**src/rtl/pc_pkg.sv**
```systemverilog
// Shared definitions for the 65C02 program-counter byte units.
package pc_pkg;

    typedef enum logic [1:0] {
        PCL_IDLE = 2'd0,
        PCL_REQ  = 2'd1,
        PCL_ACK  = 2'd2
    } pcl_state_t;

    localparam logic [1:0] PC_REQ_NONE   = 2'd0;
    localparam logic [1:0] PC_REQ_CARRY  = 2'd1;
    localparam logic [1:0] PC_REQ_BORROW = 2'd2;

    localparam logic [7:0] PCL_RESET_DEFAULT = 8'h00;

endpackage

```
**src/rtl/pcl_adder.sv**
```systemverilog
// Combinational PCL adder for increment and branch displacement.
// Reports carry out of bit 7, or borrow below zero for a negative signed operand.
module pcl_adder (
    input  logic [7:0] pcl,
    input  logic [7:0] operand,
    input  logic       signed_mode,
    output logic [7:0] result,
    output logic       carry,
    output logic       borrow
);

    logic [8:0] sum;

    always_comb begin
        sum    = {1'b0, pcl} + {1'b0, operand};
        result = sum[7:0];
        // A negative operand is operand-256, so no carry out means the result went below zero.
        if (signed_mode && operand[7]) begin
            carry  = 1'b0;
            borrow = ~sum[8];
        end else begin
            carry  = sum[8];
            borrow = 1'b0;
        end
    end

endmodule

```
**src/rtl/pcl_carry_source.sv**
```systemverilog
// 65C02 PCL register and requesting end of the four-phase PC carry handshake.
// Define PCL_BORROW_EN for signed branch offsets and borrow requests.
module pcl_carry_source
    import pc_pkg::*;
#(
    parameter logic [7:0] RESET_PCL = PCL_RESET_DEFAULT
) (
    input  logic       fclk,
    input  logic       reset,
    input  logic       instruction_decode_in,
    input  logic       pc_inc,
    input  logic       branch_take,
    input  logic [7:0] branch_offset,
    input  logic [7:0] db_in,
    output logic [7:0] db_out,
    output logic [7:0] address_low_out,
    output logic       carry_to_pch,
    output logic       borrow_to_pch,
    input  logic       carry_done,
    output logic       pcl_ready
);

`ifdef PCL_BORROW_EN
    localparam logic SIGNED_OFFSET = 1'b1;
`else
    localparam logic SIGNED_OFFSET = 1'b0;
`endif

    pcl_state_t state_q, state_d;
    logic [7:0] pcl_q, pcl_d;
    logic       carry_q, carry_d;
    logic       borrow_q, borrow_d;
    logic       ready_q, ready_d;

    logic [7:0] operand;
    logic [7:0] add_result;
    logic       add_carry;
    logic       add_borrow;
    logic [1:0] req_kind;

    assign operand = branch_take ? branch_offset : 8'h01;

    pcl_adder u_adder (
        .pcl         (pcl_q),
        .operand     (operand),
        .signed_mode (SIGNED_OFFSET),
        .result      (add_result),
        .carry       (add_carry),
        .borrow      (add_borrow)
    );

    always_comb begin
        state_d  = state_q;
        pcl_d    = pcl_q;
        carry_d  = carry_q;
        borrow_d = borrow_q;
        req_kind = PC_REQ_NONE;

        unique case (state_q)
            PCL_IDLE: begin
                if (instruction_decode_in) begin
                    pcl_d = db_in;
                end else if (branch_take || pc_inc) begin
                    pcl_d = add_result;
                    if (add_carry) begin
                        req_kind = PC_REQ_CARRY;
                    end else if (add_borrow) begin
                        req_kind = PC_REQ_BORROW;
                    end
                    if (req_kind != PC_REQ_NONE) begin
                        state_d = PCL_REQ;
                    end
                    carry_d  = (req_kind == PC_REQ_CARRY);
                    borrow_d = (req_kind == PC_REQ_BORROW);
                end
            end
            PCL_REQ: begin
                if (carry_done) begin
                    state_d  = PCL_ACK;
                    carry_d  = 1'b0;
                    borrow_d = 1'b0;
                end
            end
            PCL_ACK: begin
                if (!carry_done) begin
                    state_d = PCL_IDLE;
                end
            end
            default: begin
                state_d  = PCL_IDLE;
                carry_d  = 1'b0;
                borrow_d = 1'b0;
            end
        endcase

        ready_d = (state_d == PCL_IDLE);
    end

    always_ff @(posedge fclk or posedge reset) begin
        if (reset) begin
            state_q  <= PCL_IDLE;
            pcl_q    <= RESET_PCL;
            carry_q  <= 1'b0;
            borrow_q <= 1'b0;
            ready_q  <= 1'b1;
        end else begin
            state_q  <= state_d;
            pcl_q    <= pcl_d;
            carry_q  <= carry_d;
            borrow_q <= borrow_d;
            ready_q  <= ready_d;
        end
    end

    assign db_out          = pcl_q;
    assign address_low_out = pcl_q;
    assign carry_to_pch    = carry_q;
    assign borrow_to_pch   = borrow_q;
    assign pcl_ready       = ready_q;

endmodule
```
**config.mk**
```make
export PLATFORM = sky130hd
export DESIGN_NAME = pcl_carry_source
export DESIGN_NICKNAME = d
export VERILOG_FILES = /design/src/rtl/pc_pkg.sv /design/src/rtl/pcl_adder.sv /design/src/rtl/pcl_carry_source.sv
export SDC_FILE = /design/constraint.sdc
export NUM_CORES = 1
export LEC_CHECK = 0
export ABC_CLOCK_PERIOD_IN_PS = 4400
export BUFFER_PORTS_ARGS = -buffer_cell sky130_fd_sc_hd__buf_2
export CORE_ASPECT_RATIO = 1.25
export CORE_MARGIN = 5
export CORE_UTILIZATION = 51
export CTS_CLUSTER_DIAMETER = 80
export DETAILED_ROUTE_END_ITERATION = 6
export PLACE_DENSITY = 0.92
export SKIP_CTS_REPAIR_TIMING = 1
export SYNTH_ARGS = -nofsm -noshare
export SYNTH_HDL_FRONTEND = slang
export SYNTH_SLANG_ARGS = --single-unit
```
**constraint.sdc**
```tcl
create_clock -name fclk -period 4.4 [get_ports fclk]
set_clock_uncertainty 0.05 [all_clocks]
set_input_delay 1.32 -clock fclk [delete_from_list [all_inputs] [get_ports fclk]]
set_output_delay 1.32 -clock fclk [all_outputs]
set_load 0.05 [all_outputs]
```
---- Yosys cells after proc, flatten, opt, wreduce, memory -nomap -nowiden ----
Cells that the tools add are included.
cells by class
  reductions and logical operators ........ 7
  equal/unequal tests ..................... 7
  bitwise operators ....................... 1
  add/subtract/negate cells ............... 1
  mux-type cells .......................... 20
operator list
  operator              count
  $mux W8               3
  $mux W2               8
  $add A8 B8 Y9         1
  $mux W1               6
  $ne A2 B2 Y1 const B  3
  $pmux W1 S3           2
  $pmux W2 S3           1
  $eq A2 B1 Y1 const B  2
  $eq A2 B2 Y1 const B  2
  $logic_not A2 Y1      2
  $reduce_and A4 Y1     1
  $reduce_bool A2 Y1    2
  $reduce_and A2 Y1     1
  $logic_or A1 B1 Y1    1
  $not A1 Y1            1
word-level totals
  flip-flop bits (word level) ............. 13
  output and inout port bits .............. 19
  bits of input ports ..................... 22
  word-level logic and storage cells ...... 41

---- Depth between registers and ports, before layout ----
Gate-level depths: netlist of the first run.
  depth after elaboration ................. 12
  gate-level depth with buffers ........... 8
  depth with buffers taken out ............ 8

---- Hierarchy ----
From an unflattened synthesis of the first run, not the netlist that was laid out.
unflattened totals
  cells, all modules ...................... 116
  area total of the unflattened synthesis .. 1188.6 um^2
modules (own cells, without submodules)
  module            cells each  sequential area each (um^2)  area an instance (um^2)  instances
  pcl_carry_source  70          326.6                        835.8                    1
  pcl_adder         46          0.0                          352.8                    1

---- Worst setup path after synthesis of the first run ----
OpenSTA, ideal clock, no wires.
  path kind ............................... input-to-reg
  start point ............................. input port branch_offset[0]
  end point ............................... register ready_q (netlist: pcl_ready)
  setup time .............................. 0.060 ns
  required time ........................... 4.290 ns
  path slack .............................. 1.337 ns
  path buffers ............................ 0
  arrival ................................. 2.952 ns
  stages on the path ...................... 8
  cell sequence ........................... nand2b_1 ha_1 fa_1 a211oi_2 nor2_1 a221oi_2 a2bb2oi_2 o211a_1
between the ends
  cells in the longest elaborated chain, start to end .. 12
RTL lines
  what                    RTL line                 text
  start: declaration      pcl_carry_source.sv:13   input logic [7:0] branch_offset,
  $mux W8                 pcl_carry_source.sv:41   assign operand = branch_take ? branch_offset : 8'h01;
  $add A8 B8 Y9           pcl_adder.sv:15          sum = {1'b0, pcl} + {1'b0, operand};
  $mux W1                 pcl_carry_source.sv:65   if (add_carry) begin
  $mux W2                 pcl_carry_source.sv:63   end else if (branch_take || pc_inc) begin
  $mux W2                 pcl_carry_source.sv:61   if (instruction_decode_in) begin
  $mux W2                 pcl_carry_source.sv:59   unique case (state_q)
  $reduce_bool A2 Y1      pcl_carry_source.sv:70   if (req_kind != PC_REQ_NONE) begin
  $mux W2                 pcl_carry_source.sv:70
  $mux W2                 pcl_carry_source.sv:63
  $mux W2                 pcl_carry_source.sv:61
  $pmux W2 S3             pcl_carry_source.sv:59
  $logic_not A2 Y1        pcl_carry_source.sv:96   ready_d = (state_d == PCL_IDLE);
  via ready_d             pcl_carry_source.sv:33   logic ready_q, ready_d;
  end signal: assignment  pcl_carry_source.sv:111  ready_q <= ready_d;
  end: declaration        pcl_carry_source.sv:33
The timed path passes the listed nets, and every way through them passes these cells. The select of a mux whose other input is x is not followed.
A chain may end at the register's enable or synchronous reset.

---- Worst setup path in the final report of the first run ----
  start point ............................. input port branch_take
  end point ............................... register ready_q (netlist: pcl_ready)
between the ends
  cells in the longest elaborated chain, start to end .. 12
  elaborated cells between the ends (all ways) .. 13
  classes of those cells .................. 1 x add/sub; 9 x mux; 3 x reduce/logical
RTL lines
  what                RTL line                text
  start: declaration  pcl_carry_source.sv:12  input logic branch_take,
  $mux W8             pcl_carry_source.sv:41
  $add A8 B8 Y9       pcl_adder.sv:15
  $mux W1             pcl_carry_source.sv:65
  $mux W2             pcl_carry_source.sv:63
  $mux W2             pcl_carry_source.sv:61
  $mux W2             pcl_carry_source.sv:59
  $reduce_bool A2 Y1  pcl_carry_source.sv:70
  $mux W2             pcl_carry_source.sv:70
  $mux W2 *           pcl_carry_source.sv:63
  $mux W2 *           pcl_carry_source.sv:61
  $pmux W2 S3 *       pcl_carry_source.sv:59
  $logic_not A2 Y1 *  pcl_carry_source.sv:96
  via ready_d         pcl_carry_source.sv:33
Mark *: on every way through the listed nets, which the timed path passes. The rest lies on a longest branch. The select of a mux whose other input is x is not followed.

==> impl_metrics.tcl, run 1 <==
set metrics [dict create \
    status "complete, no violations" \
    fin_nets 179 \
    critPathMaxFanout 10 \
    slowest_delay_ns 0.44 \
    cp_cell_sequence "buf_2 -> nand2b_1 -> ha_1 -> fa_1 -> a211oi_2 -> nor2_1 -> a221oi_2 -> a2bb2oi_2 -> o211a_1" \
    fmax_mhz 329 \
    worst_slew_pin_slew_ns 0.909 \
    synthArstFlopShare_pct 100 \
    synth-main-ff-cell "dfrtp_1" \
    grt_pass1_wl_um 3700 \
    initial_utilization_pct 52.4 \
    r2r_setup_slack_ns 2.22 \
    core_sq_um 1960 \
    netlist_area_sq_um 1030 \
    drt_first_iter_violations 21 \
    endpoint_kind "flop" \
    clk_path_buf_depth 2 \
    route.met2.wl_um 1190 \
    clk_latency_ns 0.28 \
    setup_tns_ns 0 \
    die_y_um 60.2 \
    worstSetupPathType "in2reg" \
    worst_setup_path_start_kind "primary input" \
    drive_gt1_share_pct 38.1 \
    crit_required_ns 4.58 \
    final_core_util_pct 61.6 \
    viasPerCell 5.59 \
    p_leak_nw 0.616 \
    wl_per_cell_um 13.8 \
    grt_max_degree 16 \
    placed_area_sq_um 1170 \
    ys_ff_latch 12 \
    die_area_sq_um 3020 \
    reg2reg_depth 7 \
    met1_length_um 966 \
    worstHoldEndpoint "carry_to_pch$_DFFE_PP0P_" \
    cts_tree "done" \
    wl_um 2300 \
    r2r_end "pcl_ready$_DFF_PP1_" \
    row_count 18 \
    cts_buffers 3 \
    slew_headroom_pct 39.1 \
    syn_nets 146 \
    route.vias.total 933 \
    finalSetupViolCount 0 \
    worstHoldStart "carry_to_pch$_DFFE_PP0P_" \
    critPathSlowestCell "fa_1" \
    arrival_ns 3.22 \
    yosys.cell_types.count 41 \
    yosys_warnings 0 \
    antenna_found_initial 0 \
    io_buffers 39 \
    min_path_type "reg2reg" \
    syn_inst 115 \
    cts-root-buf "clkbuf_4" \
    place_ws_ns 1.07 \
    path_clk_slew_ns 0.08 \
    seq_area_frac_synth_pct 29.4 \
    grt_pass1_vias 917 \
    area_growth_pct 17.5 \
    cts_sinks 12 \
    rsz0062_at_grt "false" \
    hold_viol 0 \
    ant_nets 0 \
    final_cell_mix "buf_2 (39), nand2_1 (11), dfrtp_1 (11)" \
    r2r-start "address_low_out[0]$_DFFE_PP0P_" \
    drtPass1Iterations 4 \
    final_common_cell "buf_2" \
    power_per_cell_area_nw_per_um2 843 \
    gp_congestion 0.825 \
    grt-ovfl-total 0 \
    ios 41 \
    finish.instance_area_sq_um 1210 \
    die_x_um 50.1 \
    period_minus_slack_ns 3.04 \
    htree_levels 1 \
    syn-mean-instance-area_sq_um 8.93 \
    layout_setup_ws_ns 1.36 \
    wl_met3_um 107 \
    holdWs_ns 0.475 \
    synth_edf_count 0 \
    track_usage_pct 15.5 \
    final_max_slew_viol_count 0 \
    min_path_cells 2 \
    antenna_cells 0 \
    fin_crit_sh_pct 69.1 \
    hpwl_um 1920 \
    remaining_drc_errors 0 \
    highest_layer "met4" \
    maxCapViolCount 0 \
    vdd_drop_max_v 0.000512 \
]
-- logic make-up after synthesis --
group / Yosys count / synth area share [%]
AO/OA/AOI/OAI: 31 / 22.3
adder cells (fa/ha/maj): 9 / 11.7
multiplexers: 4 / 4.14
AND/OR/NAND/NOR: 42 / 21.9
buffers and inverters: 14 / 8.52
XOR/XNOR: 2 / 1.71
other: 1 / 0.365
flip-flops: 12 / 29.4
-- worst max-delay path: cells and delay by family --
| kind | cells | cell delay [ns] |
|---|---|---|
| AOI/OAI and AO/OA | 4 | 0.89 |
| adders and majority gates | 2 | 0.64 |
| and+or+nand+nor | 2 | 0.19 |
| buffers and inverters | 1 | 0.18 |
-- final cells by class --
class                   instances  area (sq um)
fillers                       172           752
inverters                       3          11.3
repair buffers                 39           195
clock buffers                   4          36.3
flip-flops and latches         12           302
multi-input cells              89           638
well taps                      20          25.0
-- state kept, by name, indices dropped and copies added (netlist names) --
register,cells
address_low_out,8
state_q,2
carry_to_pch,1
pcl_ready,1
-- metal layers --
| metal | vias up | GRT usage [%] |
|---|---|---|
| met5 | - | 0 |
| met4 | 0 | 6.74 |
| met3 | 4 | 2.00 |
| met2 | 27 | 27.6 |
| met1 | 435 | 18.3 |
| li1 | 467 | - |
-- synth_stat cells (all sizes together), types with 2 or more instances --
cell / number / area [sq um]
inv: 3 / 11.3
nor2: 7 / 36.3
o21ai: 9 / 45.0
dfrtp: 11 / 275
ha: 8 / 100
nand2b: 3 / 18.8
nand2: 11 / 41.3
or3: 3 / 18.8
mux2i: 2 / 20.0
a21oi: 8 / 43.8
and2: 9 / 56.3
a21boi: 2 / 18.8
a221oi: 2 / 23.8
a211oi: 2 / 20.0
mux2: 2 / 22.5
a21o: 3 / 23.8
buf: 10 / 72.6
nand3: 6 / 30.0
-- worst max path at each step --
stage	startpoint	slack [ns]	cells past startpoint	to
global route	branch_take	1.22	9	pcl_ready$_DFF_PP1_
CTS	branch_take	1.36	9	pcl_ready$_DFF_PP1_
detailed placement	branch_take	1.07	9	pcl_ready$_DFF_PP1_
floorplan	branch_offset[0]	1.34	8	pcl_ready$_DFF_PP1_
finish	branch_take	1.36	9	pcl_ready$_DFF_PP1_
global placement	branch_take	1.13	9	pcl_ready$_DFF_PP1_
-- stage by stage --
stage | total power, mW | instances
2_1_floorplan | 0.833 | 115
3_3_place_gp | 0.917 | 163
3_5_place_dp | 0.934 | 163
4_1_cts | 1.03 | 167
5_1_grt | 1.08 | 167
6_report | 1.02 | 167
-- power by group --
group          internal, mW  leakage (nW)  switching (mW)  total (mW)
registers             0.163         0.147          0.0535       0.216
clock network        0.0503        0.0210          0.0400      0.0903
logic                 0.211         0.449           0.501       0.712
Power figures use the tool's default switching activity.
==> run 2: changes to the inputs <==
--- a/config.mk
+++ b/config.mk
@@ -5,14 +5,15 @@
 export SDC_FILE = /design/constraint.sdc
 export NUM_CORES = 1
 export LEC_CHECK = 0
-export ABC_CLOCK_PERIOD_IN_PS = 4400
+export ABC_AREA = 1
+export ABC_CLOCK_PERIOD_IN_PS = 2680
 export BUFFER_PORTS_ARGS = -buffer_cell sky130_fd_sc_hd__buf_2
 export CORE_ASPECT_RATIO = 1.25
 export CORE_MARGIN = 5
-export CORE_UTILIZATION = 51
+export CORE_UTILIZATION = 44
 export CTS_CLUSTER_DIAMETER = 80
 export DETAILED_ROUTE_END_ITERATION = 6
-export PLACE_DENSITY = 0.92
+export PLACE_DENSITY = 0.85
 export SKIP_CTS_REPAIR_TIMING = 1
 export SYNTH_ARGS = -nofsm -noshare
 export SYNTH_HDL_FRONTEND = slang
==> constraint.sdc (replaced) <==
create_clock -name fclk -period 2.68 [get_ports fclk]
set_clock_uncertainty 0.05 [all_clocks]
set_input_delay 0.804 -clock fclk [delete_from_list [all_inputs] [get_ports fclk]]
set_output_delay 0.804 -clock fclk [all_outputs]
set_load 0.05 [all_outputs]
==> run 2 against run 1 <==
Synthesized area up 5.0%. Sequential share of layout area down 0.97 points. Count of clock-buffer cells in the layout unchanged. Via count up 15%. Largest cell class unchanged. Register-to-register slack worse by 1.3 ns. Largest power group unchanged. Clock power up 66%. Final cell count up 36%. Non-clock buffer count unchanged. Wire length up 9.4%. Utilization down 9.3 points. First-iteration DRC count up 4.8%.
==> impl_metrics.tcl, run 2 <==
set metrics [dict create \
    die_x_um 54.3 \
    clk_latency_ns 0.28 \
    gp_congestion 0.866 \
    wl_per_cell_um 11.1 \
    setup_tns_ns 0 \
    period_minus_slack_ns 2.15 \
    hold_viol 0 \
    viasPerCell 4.73 \
    wl_um 2520 \
    ys_ff_latch 12 \
    route.vias.total 1074 \
    drive_gt1_share_pct 27.8 \
    synthArstFlopShare_pct 100 \
    track_usage_pct 15.3 \
    syn_inst 163 \
    grt_max_degree 14 \
    htree_levels 1 \
    netlist_top_cells_count "nand2_1 (51), inv_1 (22), nor2_1 (17)" \
    cts_buffers 3 \
    largest_reg_flops 8 \
    cts-root-buf "clkbuf_4" \
    status "complete, no violations" \
    r2r_setup_slack_ns 0.91 \
    critical-path-top-delay-family "simple AND/OR/NAND/NOR gates" \
    combPwrFrac_pct 70.8 \
    synth_top_area_share_pct 25.5 \
    vdd_drop_max_v 0.000633 \
    die_area_sq_um 3550 \
    finalSetupViolCount 0 \
    crit_top_cell "nand2_1" \
    synth-main-ff-cell "dfrtp_1" \
    path_clk_slew_ns 0.08 \
    reg2reg_depth 9 \
    p_switching_mw 1.05 \
    fin_crit_sh_pct 80.2 \
    r2r_end "pcl_ready$_DFF_PP1_" \
    power_per_cell_area_nw_per_um2 1370 \
    p_total_mw 1.72 \
    remaining_drc_errors 0 \
    critPathMaxFanout 9 \
    ios 41 \
    yosys_warnings 0 \
    cp_cell_sequence "buf_2 -> nand2_1 -> ha_1 -> fa_1 -> nand2_1 -> nand3_1 -> nand2_1 -> nand2_1 -> nand3_1 -> nand2_1 -> nor2_1" \
    internal-power_mw 0.675 \
    syn_nets 194 \
    slowest_delay_ns 0.43 \
    pwr-share-clk_pct 8.7 \
    r2r-start "address_low_out[0]$_DFFE_PP0P_" \
    grt-ovfl-total 0 \
    clk_path_buf_depth 2 \
    endpoint_kind "flop" \
    worstSetupPathType "in2reg" \
    cp.depth 11 \
    min_path_type "in2async" \
    fin_nets 226 \
    yosys.cell_types.count 26 \
    cts_tree "done" \
    p_leak_nw 0.766 \
    initial_utilization_pct 44.9 \
    final_max_slew_viol_count 0 \
    final_cell_mix "nand2_1 (51), buf_2 (39), inv_1 (22)" \
    worst-path-buf-inv 1 \
    final_common_cell "nand2_1" \
    yosys.cell_count.top_type "nand2_1" \
    netlist_area_sq_um 1080 \
    row_count 20 \
    worst_setup_path_start_kind "primary input" \
    die_y_um 65.4 \
    hpwl_um 2000 \
    antenna_found_initial 0 \
    crit_required_ns 2.85 \
    nFillCells 243 \
    swShare_pct 60.8 \
    core_sq_um 2400 \
    area_growth_pct 16.5 \
    rsz0062_at_grt "false" \
    io_buffers 39 \
    maxCapViolCount 0 \
    grt_pass1_vias 1006 \
    multi_input_area_sq_um 581 \
    antenna_cells 0 \
    ys_top_cells_by_area "dfrtp_1 (26%), nand2_1 (18%), ha_1 (9.3%), inv_1 (7.7%), buf_4 (6.3%)" \
    cts_sinks 12 \
    critPathSlowestCell "fa_1" \
    syn-mean-instance-area_sq_um 6.62 \
    ant_nets 0 \
    seqCellArea_sq_um 302 \
    drt_first_iter_violations 22 \
    grt_pass1_wl_um 4030 \
    drtPass1Iterations 5 \
    arrival_ns 2.32 \
    seq_area_frac_synth_pct 28.0 \
    synth_top_area_cell "dfrtp_1" \
    fmax_mhz 465 \
    synth_edf_count 0 \
    power_frac_seq_pct 20.4 \
]
run 2: cell count changes in the layout (fill, tap and decap cells not counted), moves of 2 or more:
| cell | change |
|---|---|
| a21o_1 | -2 |
| a31oi_1 | +2 |
| and2_1 | -9 |
| inv_1 | +19 |
| inv_2 | +5 |
| mux2_2 | -2 |
| mux2i_1 | -2 |
| nand2_1 | +40 |
| nand2b_1 | -3 |
| nand3_1 | +5 |
| nand4_1 | +2 |
| nor2_1 | +12 |
| o21ai_0 | -6 |
| or3_1 | -3 |
run 2: through the flow:
step                cells  utilization (%)  area [sq um]  setup WS, ns  hold WS, ns
finish                227             52.3          1260         0.530        0.470
global route          227             52.3          1260         0.418        0.512
CTS                   227             52.3          1260         0.537        0.478
detailed placement    223             50.8          1220         0.273        0.462
global placement      223             50.8          1220         0.336        0.471
floorplan             163                -          1080         0.523        0.507
run 2: area by class of cell:
type                    instances  area share [%]
well taps                      33            3.29
clock buffers                   4            2.89
repair buffers                 39            15.5
flip-flops and latches         12            24.0
inverters                      27            8.07
multi-input cells             112            46.2
run 2: logic make-up (layout without fill, tap and decap cells):
| kind of cell | after synthesis | after routing | synth area share (%) |
|---|---|---|---|
| AO/OA/AOI/OAI | 15 | 15 | 8.12 |
| flip-flops | 12 | 12 | 28.0 |
| buffers and inverters | 39 | 70 | 18.2 |
| XOR/XNOR | 2 | 2 | 1.62 |
| adder cells (fa/ha/maj) | 9 | 9 | 11.1 |
| AND/OR/NAND/NOR | 85 | 85 | 32.6 |
| other | 1 | 1 | 0.348 |
run 2: worst max-delay path by stage:
stage                start                   to  slack [ns]
3_5_place_dp   branch_take  pcl_ready$_DFF_PP1_        0.27
2_1_floorplan  branch_take  pcl_ready$_DFF_PP1_        0.52
3_3_place_gp   branch_take  pcl_ready$_DFF_PP1_        0.34
6_report       branch_take  pcl_ready$_DFF_PP1_        0.53
5_1_grt        branch_take  pcl_ready$_DFF_PP1_        0.42
4_1_cts        branch_take  pcl_ready$_DFF_PP1_        0.54
run 2: power by group through the flow:
stage / clock [mW] / sequential (mW) / combinational, mW
global route: 0.159 / 0.365 / 1.33
global placement: 0 / 0.354 / 1.20
CTS: 0.150 / 0.352 / 1.22
floorplan: 0 / 0.596 / 0.829
finish: 0.150 / 0.351 / 1.22
detailed placement: 0 / 0.356 / 1.22
run 2: routing by layer:
layer / global-route usage, % / wire length (um) / up-vias / part of all wire [%]
met3: 4.31 / 171 / 5 / 6.8
met5: 0 / 0 / - / 0
met4: 5.92 / 35 / 0 / 1.4
met1: 17.2 / 999 / 492 / 40
li1: - / - / 552 / -
met2: 26.2 / 1310 / 25 / 52
==> run 3: changes to the inputs <==
--- a/config.mk
+++ b/config.mk
@@ -5,15 +5,15 @@
 export SDC_FILE = /design/constraint.sdc
 export NUM_CORES = 1
 export LEC_CHECK = 0
-export ABC_AREA = 1
-export ABC_CLOCK_PERIOD_IN_PS = 2680
+export ABC_AREA = 0
+export ABC_CLOCK_PERIOD_IN_PS = 1900
 export BUFFER_PORTS_ARGS = -buffer_cell sky130_fd_sc_hd__buf_2
 export CORE_ASPECT_RATIO = 1.25
 export CORE_MARGIN = 5
-export CORE_UTILIZATION = 44
+export CORE_UTILIZATION = 43
 export CTS_CLUSTER_DIAMETER = 80
 export DETAILED_ROUTE_END_ITERATION = 6
-export PLACE_DENSITY = 0.85
+export PLACE_DENSITY = 0.84
 export SKIP_CTS_REPAIR_TIMING = 1
 export SYNTH_ARGS = -nofsm -noshare
 export SYNTH_HDL_FRONTEND = slang
==> constraint.sdc (replaced) <==
create_clock -name fclk -period 1.9 [get_ports fclk]
set_clock_uncertainty 0.05 [all_clocks]
set_input_delay 0.57 -clock fclk [delete_from_list [all_inputs] [get_ports fclk]]
set_output_delay 0.57 -clock fclk [all_outputs]
set_load 0.05 [all_outputs]
==> run 3 against run 2 <==
The run now ends with negative setup slack left. Sequential power grew 46%. Clock power grew 46%. Via count shrank 2.6%. Register-to-register slack lost 1.2 ns. Cell area grew 22%. Final cell count shrank 12%. Non-clock buffer count grew 22. Setup slack lost 0.85 ns. First-iteration DRC count shrank 27%.
==> impl_metrics.tcl, run 3 (synthesized netlist as in run 1, its figures left out) <==
set metrics [dict create \
    grt_pass1_vias 1067 \
    worst_setup_path_start_kind "primary input" \
    worstSetupPathType "in2reg" \
    track_usage_pct 17.2 \
    route.vias.total 1046 \
    vdd_drop_max_v 0.00135 \
    violations "negative setup slack" \
    die_x_um 53.7 \
    slowest_delay_ns 0.38 \
    cts-root-buf "clkbuf_4" \
    antenna_cells 0 \
    arrival_ns 2.34 \
    cts_tree "done" \
    drtPass1Iterations 4 \
    slew_headroom_pct 65.1 \
    p_leak_nw 0.763 \
    drt_first_iter_violations 16 \
    crit_start "branch_offset[0]" \
    final_cell_mix "buf_2 (37), buf_4 (22), nand2_1 (11)" \
    r2r-start "address_low_out[0]$_DFFE_PP0P_" \
    die_y_um 64.6 \
    ant_nets 0 \
    antenna_found_initial 0 \
    path_clk_slew_ns 0.08 \
    gp_congestion 0.810 \
    area_growth_pct 49.5 \
    finalSetupViolCount 6 \
    final_common_cell "buf_2" \
    rsz0062_at_grt "true" \
    fin_crit_sh_pct 117 \
    clk_path_buf_depth 2 \
    cts_buffers 3 \
    p_total_mw 2.90 \
    largest_reg_flops 8 \
    status "finished, violations left" \
    core_sq_um 2230 \
    critPathMaxFanout 3 \
    endpoint_kind "flop" \
    maxCapViolCount 0 \
    holdWs_ns 0.244 \
    cp_cell_sequence "buf_6 -> nand2b_4 -> ha_4 -> fa_2 -> a211oi_2 -> nor2_2 -> a221oi_2 -> a2bb2oi_2 -> o21ai_1" \
    die_area_sq_um 3470 \
    grt_pass1_wl_um 4460 \
    final_max_slew_viol_count 0 \
    initial_utilization_pct 46.0 \
    fin_cells 200 \
    wl_um 3090 \
    dp.cells 195 \
    fin_nets 201 \
    row_count 19 \
    layout_setup_ws_ns -0.319 \
    grt-ovfl-total 0 \
    wl_per_cell_um 15.4 \
    clk_latency_ns 0.29 \
    cts_sinks 12 \
    nFillCells 183 \
    worst_slew_pin_slew_ns 0.523 \
    critPathSlowestCell "fa_2" \
    viasPerCell 5.23 \
    drive_gt1_share_pct 58.6 \
    ios 41 \
    crit_required_ns 2.02 \
    remaining_drc_errors 0 \
    io_buffers 39 \
    period_minus_slack_ns 2.22 \
    hold_viol 0 \
    grt_max_degree 13 \
    fmax_mhz 451 \
    power_per_cell_area_nw_per_um2 1890 \
    min_path_type "in2async" \
    hpwl_um 2230 \
    htree_levels 1 \
]
[run 3: layer usage]
metal / track usage [%] / vias to the layer above / wire length [um]
met4: 8.63 / 0 / 85
met5: 0 / - / 0
met1: 19.8 / 489 / 1180
met2: 29.7 / 37 / 1640
li1: - / 511 / -
met3: 2.52 / 9 / 189
[run 3: metrics by stage]
stage	worst slack [ns]	utilization (%)	setup TNS (ns)	instance area (sq um)
finish	-0.319	68.7	-1.37	1540
global route	-0.385	68.7	-1.70	1540
CTS	-0.265	64.8	-1.23	1450
detailed placement	-0.560	63.2	-3.57	1410
global placement	-0.475	63.2	-3.09	1410
floorplan	-0.297	-	-1.54	1100
[run 3: final cells by class]
class	count	area, sq um	area share, %
Clock buffer	4	36.3	2.36
Inverter	3	11.3	0.733
Multi-Input combinational cell	89	771	50.2
Sequential cell	12	305	19.9
Tap cell	31	38.8	2.53
Timing Repair Buffer	61	373	24.3
[run 3: final timing paths]
path                            slack (ns)  depth (start not counted)                              to
worst max-delay path                 -0.32                          9            state_q[0]$_DFF_PP0_
worst min-delay path                  0.24                          2  address_low_out[7]$_DFFE_PP0P_
worst max register to register       -0.25                          7            state_q[0]$_DFF_PP0_
worst min register to register        0.49                          2        carry_to_pch$_DFFE_PP0P_
max in group asynchronous             1.18                          2  address_low_out[6]$_DFFE_PP0P_
min in group fclk                     0.43                          2            state_q[0]$_DFF_PP0_
[run 3: worst max-delay path: cells and delay by family]
kind	cells	cell delay, ns
buffers and inverters	1	0.09
adders and majority gates	2	0.55
and+or+nand+nor	2	0.24
AOI/OAI and AO/OA	4	0.90
[run 3: power by group]
group	internal (mW)	leakage (nW)	switching [mW]	total, mW
Clock	0.117	0.0210	0.102	0.219
Sequential	0.383	0.143	0.131	0.514
Combinational	0.825	0.599	1.34	2.17
